**config.mk**
```make
export PLATFORM = sky130hd
export DESIGN_NAME = alu_seq_divider
export DESIGN_NICKNAME = d
export VERILOG_FILES = /design/src/rtl/alu_seq_divider_pkg.sv /design/src/rtl/alu_seq_divider_div_step.sv /design/src/rtl/alu_seq_divider.sv
export VERILOG_INCLUDE_DIRS = /design/src /design/src/rtl
export SDC_FILE = /design/constraint.sdc
export NUM_CORES = 1
export LEC_CHECK = 0
export ABC_AREA = 1
export BUFFER_PORTS_ARGS = -buffer_cell sky130_fd_sc_hd__buf_2
export CAP_MARGIN = 20
export CORE_MARGIN = 4
export CORE_UTILIZATION = 60
export CTS_BUF_LIST = sky130_fd_sc_hd__clkbuf_8
export CTS_CLUSTER_SIZE = 8
export DETAILED_ROUTE_END_ITERATION = 8
export PLACE_DENSITY = 0.83
export REMOVE_ABC_BUFFERS = 1
export SKIP_CTS_REPAIR_TIMING = 1
export SLEW_MARGIN = 20
export SYNTH_ARGS = -nofsm -noshare
export SYNTH_HDL_FRONTEND = slang
export SYNTH_SLANG_ARGS = --single-unit
```
**constraint.sdc**
```tcl
create_clock -name clk -period 3.1 [get_ports clk]
set_clock_uncertainty 0.1 [all_clocks]
set_input_delay 0.465 -clock clk [delete_from_list [all_inputs] [get_ports clk]]
set_output_delay 0.465 -clock clk [all_outputs]
set_load 0.02 [all_outputs]
```
**src/rtl/alu_defs.sv**
```systemverilog
// Shared encodings for the ALU sequential divider: FSM state codes and the
// quotient returned on a zero divisor. Guarded so every user can include it.
`ifndef ALU_DEFS_SV
`define ALU_DEFS_SV
`define ST_IDLE       2'd0
`define ST_RUN        2'd1
`define ST_DONE       2'd2
`define DIV_ZERO_QUOT '1
`endif

```
**src/rtl/alu_seq_divider_pkg.sv**
```systemverilog
// Types and defaults shared by the sequential divider and its iteration stage.
package alu_seq_divider_pkg;
`include "alu_defs.sv"

  typedef enum logic [1:0] {
    ST_IDLE = `ST_IDLE,
    ST_RUN  = `ST_RUN,
    ST_DONE = `ST_DONE
  } div_state_e;

  localparam int DEFAULT_WIDTH = 16;
endpackage

```
**src/rtl/alu_seq_divider_div_step.sv**
```systemverilog
// One restoring-division iteration: shift the next dividend bit into the
// partial remainder, then subtract the divisor if it fits.
module div_step #(
  parameter int WIDTH = 16
) (
  input  logic [WIDTH-1:0] r,
  input  logic             q_msb,
  input  logic [WIDTH-1:0] divisor,
  output logic [WIDTH-1:0] r_next,
  output logic             q_bit
);
  // One extra bit keeps the compare exact when r is close to 2^WIDTH.
  logic [WIDTH:0] r_shift;

  always_comb begin
    r_shift = {r, q_msb};
    q_bit   = (r_shift >= {1'b0, divisor});
    // The result is always below divisor, so WIDTH-bit wraparound is exact.
    r_next  = q_bit ? (r_shift[WIDTH-1:0] - divisor) : r_shift[WIDTH-1:0];
  end
endmodule

```
**src/rtl/alu_seq_divider.sv**
```systemverilog
// Multi-cycle unsigned restoring divider with a start/busy/done handshake;
// one quotient bit per clock, MSB first.
`include "alu_defs.sv"

module alu_seq_divider
  import alu_seq_divider_pkg::*;
#(
  parameter int WIDTH = DEFAULT_WIDTH
) (
  input  logic             clk,
  input  logic             reset,
  input  logic             start,
  input  logic [WIDTH-1:0] dividend,
  input  logic [WIDTH-1:0] divisor,
  output logic             busy,
  output logic             done,
  output logic [WIDTH-1:0] quotient,
  output logic [WIDTH-1:0] remainder,
  output logic             div_by_zero
);
  localparam int CW = $clog2(WIDTH + 1);

  div_state_e       state_reg, state_next;
  logic [CW-1:0]    count_reg;
  logic [WIDTH-1:0] rem_reg, dvs_reg, shq_reg;
  logic [WIDTH-1:0] quotient_reg, remainder_reg;
  logic             dbz_reg;
  logic [WIDTH-1:0] step_r;
  logic             step_q;
  logic             accept, last_step;

  assign accept    = start && (state_reg != ST_RUN);
  assign last_step = (count_reg == CW'(1));

  div_step #(.WIDTH(WIDTH)) u_step (
    .r       (rem_reg),
    .q_msb   (shq_reg[WIDTH-1]),
    .divisor (dvs_reg),
    .r_next  (step_r),
    .q_bit   (step_q)
  );

  always_ff @(posedge clk or posedge reset) begin
    if (reset) state_reg <= ST_IDLE;
    else       state_reg <= state_next;
  end

  always_comb begin
    state_next = state_reg;
    case (state_reg)
      ST_IDLE, ST_DONE: begin
        if (start) state_next = (divisor == '0) ? ST_DONE : ST_RUN;
        else       state_next = ST_IDLE;
      end
      ST_RUN:  if (last_step) state_next = ST_DONE;
      default: state_next = ST_IDLE;
    endcase
  end

  // shq_reg starts as the dividend and fills with quotient bits from the right.
  always_ff @(posedge clk or posedge reset) begin
    if (reset) begin
      count_reg     <= '0;
      rem_reg       <= '0;
      dvs_reg       <= '0;
      shq_reg       <= '0;
      quotient_reg  <= '0;
      remainder_reg <= '0;
      dbz_reg       <= 1'b0;
    end else if (accept) begin
      shq_reg   <= dividend;
      dvs_reg   <= divisor;
      rem_reg   <= '0;
      count_reg <= CW'(WIDTH);
      dbz_reg   <= 1'b0;
      if (divisor == '0) begin
        quotient_reg  <= `DIV_ZERO_QUOT;
        remainder_reg <= dividend;
        dbz_reg       <= 1'b1;
      end
    end else if (state_reg == ST_RUN) begin
      rem_reg   <= step_r;
      shq_reg   <= {shq_reg[WIDTH-2:0], step_q};
      count_reg <= count_reg - CW'(1);
      if (last_step) begin
        quotient_reg  <= {shq_reg[WIDTH-2:0], step_q};
        remainder_reg <= step_r;
      end
    end
  end

  assign busy        = (state_reg == ST_RUN);
  assign done        = (state_reg == ST_DONE);
  assign quotient    = quotient_reg;
  assign remainder   = remainder_reg;
  assign div_by_zero = dbz_reg;
endmodule

```
==> impl_metrics.prom <==
# TYPE chip_impl_metric gauge
chip_impl_info{name="timing_worst_setup_path_type",value="reg2reg"} 1
chip_impl_metric{name="leakage",unit="nW"} 3.16
chip_impl_metric{name="final.min_clock_period",unit="ps"} 2380
chip_impl_metric{name="detailroute.via_count",unit=""} 4691
chip_impl_metric{name="pwr-share-clk",unit="%"} 11.5
chip_impl_metric{name="gr-usage-all-layers",unit="%"} 26.3
chip_impl_metric{name="combined_area_of_the_multi_input_logic_cells",unit="µm²"} 2470
chip_impl_metric{name="max_slew_vio_count",unit=""} 0
chip_impl_metric{name="slew_headroom",unit="%"} 64.1
chip_impl_metric{name="crit_path_max_incr_delay",unit="ps"} 430
chip_impl_metric{name="worst_path_fanout_max",unit=""} 18
chip_impl_metric{name="worst_slew_pin_slew",unit="ps"} 535
chip_impl_metric{name="pwr-share-seq",unit="%"} 26.5
chip_impl_metric{name="first_pass_iters",unit=""} 5
chip_impl_metric{name="clock_buffers_created_by_tritoncts",unit=""} 9
chip_impl_metric{name="gp_congestion",unit=""} 0.940
chip_impl_metric{name="utilization",unit="%"} 70.0
chip_impl_metric{name="synth-seq-cells",unit=""} 88
chip_impl_info{name="mostFrequentLayoutCell",value="sky130_fd_sc_hd__nand2_1"} 1
chip_impl_metric{name="grtUsageMet1",unit="%"} 35.2
chip_impl_metric{name="intPower",unit="W"} 0.00372
chip_impl_info{name="startpoint_type",value="flip-flop"} 1
chip_impl_info{name="crit_slowest_cell",value="sky130_fd_sc_hd__dfrtp_1"} 1
chip_impl_metric{name="post_route_cells_drive_above_1_share",unit="%"} 19.4
chip_impl_metric{name="synth.avg_cell_area",unit="µm²"} 7.69
chip_impl_metric{name="top_level_ports",unit=""} 70
chip_impl_metric{name="wl_per_cell",unit="µm"} 14.9
chip_impl_metric{name="drt.antenna.violating_nets",unit=""} 0
chip_impl_metric{name="globalRouteMet3Util",unit="%"} 3.86
chip_impl_metric{name="fill_cells",unit=""} 716
chip_impl_metric{name="grt_max_degree",unit=""} 86
chip_impl_metric{name="cts_max_path_buffers",unit=""} 2
chip_impl_metric{name="route.final.wire_length",unit="mm"} 12.8
chip_impl_metric{name="areaGrowthSynthToFinish",unit="%"} 11.5
chip_impl_metric{name="use_met2",unit="%"} 43.7
chip_impl_metric{name="clkSlewWorstSetupHoldPaths",unit="ps"} 90
chip_impl_metric{name="vdd_ir_drop_max",unit="µV"} 609
chip_impl_metric{name="placementRows",unit=""} 33
chip_impl_info{name="regToRegEndpoint",value="remainder[10]$_DFFE_PP0P_"} 1
chip_impl_metric{name="synth_enable_flop_cells",unit=""} 0
chip_impl_info{name="reg2reg_from",value="rem_reg[13]$_DFFE_PP0P_"} 1
chip_impl_metric{name="power_per_standard_cell_area",unit="nW/µm²"} 1290
chip_impl_metric{name="clock_latency_on_the_worst_skew_pair",unit="ps"} 370
chip_impl_metric{name="portion_of_the_post_synthesis_area_used_by_sequential_elements",unit="%"} 42.1
chip_impl_metric{name="rrSetupSlack",unit="ps"} 720
chip_impl_metric{name="fin_ws",unit="ps"} 720
chip_impl_metric{name="per_cell_via_count_in_the_routed_design",unit=""} 5.48
chip_impl_info{name="tritoncts",value="built"} 1
chip_impl_metric{name="cp.depth",unit=""} 11
chip_impl_metric{name="fmaxAchievable",unit="MHz"} 420
chip_impl_info{name="clock-root-buffer",value="sky130_fd_sc_hd__clkbuf_8"} 1
chip_impl_metric{name="total_switching_power",unit="W"} 0.00380
chip_impl_metric{name="dpl_worst_slack",unit="ps"} 741
chip_impl_metric{name="arrival_time_of_data_at_the_critical_path_endpoint",unit="ps"} 2550
chip_impl_info{name="kind_of_end_point_of_the_critical_path",value="flip-flop"} 1
chip_impl_metric{name="count_of_input_and_output_buffers",unit=""} 69
chip_impl_info{name="status",value="completed"} 1
chip_impl_metric{name="worstPathBufferInverterCount",unit=""} 1
chip_impl_metric{name="die_area",unit="µm²"} 10300
chip_impl_metric{name="detailedRoute.firstIterationViolations",unit=""} 244
chip_impl_metric{name="die_x",unit="µm"} 101
chip_impl_metric{name="core",unit="µm²"} 8340
chip_impl_metric{name="rr_worst_depth",unit=""} 11
chip_impl_metric{name="syn_inst",unit=""} 681
chip_impl_metric{name="fin_total_pwr",unit="W"} 0.00752
chip_impl_metric{name="timing.critical_path.required",unit="ps"} 3270
chip_impl_metric{name="synth_area",unit="µm²"} 5230
chip_impl_info{name="endpoint",value="remainder[10]$_DFFE_PP0P_"} 1
chip_impl_metric{name="maxCapViolations",unit=""} 0
chip_impl_info{name="path_delay_family",value="simple AND/OR/NAND/NOR gates"} 1
chip_impl_metric{name="hold_viol",unit=""} 0
chip_impl_metric{name="pwr-share-comb",unit="%"} 62.0
chip_impl_metric{name="power.switching_fraction",unit="%"} 50.5
chip_impl_metric{name="design.final.nets",unit=""} 800
chip_impl_metric{name="hpwl",unit="mm"} 9.43
chip_impl_metric{name="die_h",unit="µm"} 101
chip_impl_metric{name="initial_core_util",unit="%"} 62.8
chip_impl_metric{name="overflow",unit=""} 0
chip_impl_info{name="mostFrequentLayoutCells",value="sky130_fd_sc_hd__nand2_1, sky130_fd_sc_hd__inv_1, sky130_fd_sc_hd__dfrtp_1"} 1
chip_impl_info{name="setup.worst_path.start",value="rem_reg[13]$_DFFE_PP0P_"} 1
chip_impl_metric{name="drt_drc_violations_left",unit=""} 0
chip_impl_metric{name="initial_antenna_violation_count",unit=""} 0
chip_impl_metric{name="max_h_tree_level",unit=""} 3
chip_impl_metric{name="fin_crit_sh",unit="%"} 76.8
chip_impl_info{name="busiest_layer",value="met2"} 1
chip_impl_info{name="timing.critical_path.cells",value="ha_1, a21oi_1, nor2_1, nor2_1, nand2_2, nor2_8, nand2_8, nand3_1, nand3_1, nand2_1, inv_1"} 1
chip_impl_metric{name="asyncSetResetFlopFracSynth",unit="%"} 100
chip_impl_metric{name="number_of_distinct_library_cells_after_synthesis",unit=""} 38
chip_impl_metric{name="finalSetupViolCount",unit=""} 0
chip_impl_metric{name="grt_first_pass_wirelength",unit="mm"} 21.5
chip_impl_metric{name="cts_sinks",unit=""} 88
chip_impl_info{name="synth_top_flop_cell",value="sky130_fd_sc_hd__dfrtp_1"} 1
chip_impl_metric{name="via_count_of_the_first_global_routing_pass",unit=""} 4632
chip_impl_metric{name="min_delay_path_depth",unit=""} 3
chip_impl_metric{name="synth.yosys.warnings",unit=""} 0
chip_impl_metric{name="final-seq-area",unit="µm²"} 2200
chip_impl_metric{name="antenna-diode-count",unit=""} 0
chip_impl_info{name="unrepaired_setup_endpoints_after_global_routing",value="false"} 1
chip_impl_info{name="hold_path.class",value="in2reg"} 1
==> cells by family (layout without fill, tap and decap cells) <==
kind of cell	count (synthesis)	after routing	synth area share, %
adder cells (fa/ha/maj)	19	19	4.69
AND/OR/NAND/NOR	363	363	32.4
flip-flops	88	88	42.1
AO/OA/AOI/OAI	78	78	8.80
XOR/XNOR	7	7	1.17
buffers and inverters	126	196	10.9
==> power groups by stage <==
stage | Sequential [W] | Combinational [W] | Clock [W]
after floorplan | 0.00218 | 0.00328 | 0
after global placement | 0.00199 | 0.00450 | 0
after detailed placement | 0.00201 | 0.00461 | 0
after CTS | 0.00199 | 0.00466 | 0.000875
after global routing | 0.00204 | 0.00529 | 0.000921
final | 0.00199 | 0.00467 | 0.000862
==> worst min-delay path, cell delays in order <==
cell and delay (ps):
sky130_fd_sc_hd__buf_2 90, sky130_fd_sc_hd__nand2_1 40, sky130_fd_sc_hd__o21ai_0 50
==> area by class of cell <==
type,instances,share of cell area (%)
repair buffers,77,7.20
clock buffers,10,2.36
multi-input cells,467,42.3
well taps,105,2.25
inverters,103,6.86
clock inverters,6,1.31
flip-flops and latches,88,37.7
==> per-stage QoR <==
stage | cells | area [µm²] | hold slack [ps] | setup TNS, ps
finish | 856 | 5840 | 220 | 0
global route | 856 | 5840 | 223 | 0
CTS | 855 | 5830 | -167 | 0
detailed placement | 839 | 5610 | 233 | 0
global placement | 839 | 5610 | 229 | 0
floorplan | 658 | 5060 | 348 | -41310
==> cells in the mapped netlist (10+ instances only) <==
| cell type | count | area (µm²) |
|---|---|---|
| sky130_fd_sc_hd__dfrtp_1 | 88 | 2200 |
| sky130_fd_sc_hd__nand3_2 | 10 | 100 |
| sky130_fd_sc_hd__nand3_1 | 42 | 210 |
| sky130_fd_sc_hd__or2_2 | 17 | 106 |
| sky130_fd_sc_hd__nand4_1 | 21 | 131 |
| sky130_fd_sc_hd__a21oi_1 | 38 | 190 |
| sky130_fd_sc_hd__inv_1 | 95 | 357 |
| sky130_fd_sc_hd__clkbuf_1 | 11 | 41.3 |
| sky130_fd_sc_hd__nor2_1 | 41 | 154 |
| sky130_fd_sc_hd__o221ai_1 | 15 | 131 |
| sky130_fd_sc_hd__nand2_1 | 211 | 792 |
| sky130_fd_sc_hd__o21ai_0 | 21 | 105 |
| sky130_fd_sc_hd__ha_1 | 18 | 225 |
==> worst min-delay path by stage <==
stage | start | end
after CTS | reset | quotient[5]$_DFFE_PP0P_
after floorplan | dvs_reg[0]$_DFFE_PP0P_ | dvs_reg[0]$_DFFE_PP0P_
final | divisor[7] | dvs_reg[7]$_DFFE_PP0P_
after global placement | reset | quotient[5]$_DFFE_PP0P_
after global routing | dividend[7] | shq_reg[7]$_DFFE_PP0P_
after detailed placement | reset | quotient[4]$_DFFE_PP0P_
==> layer usage <==
metal  vias up  wire length [µm]
met4         0               344
met3        38               696
met1      2193              5590
met5         -                 0
li1       2301                 -
met2       159              6160
No activity file was read; power rests on OpenSTA's default activity.
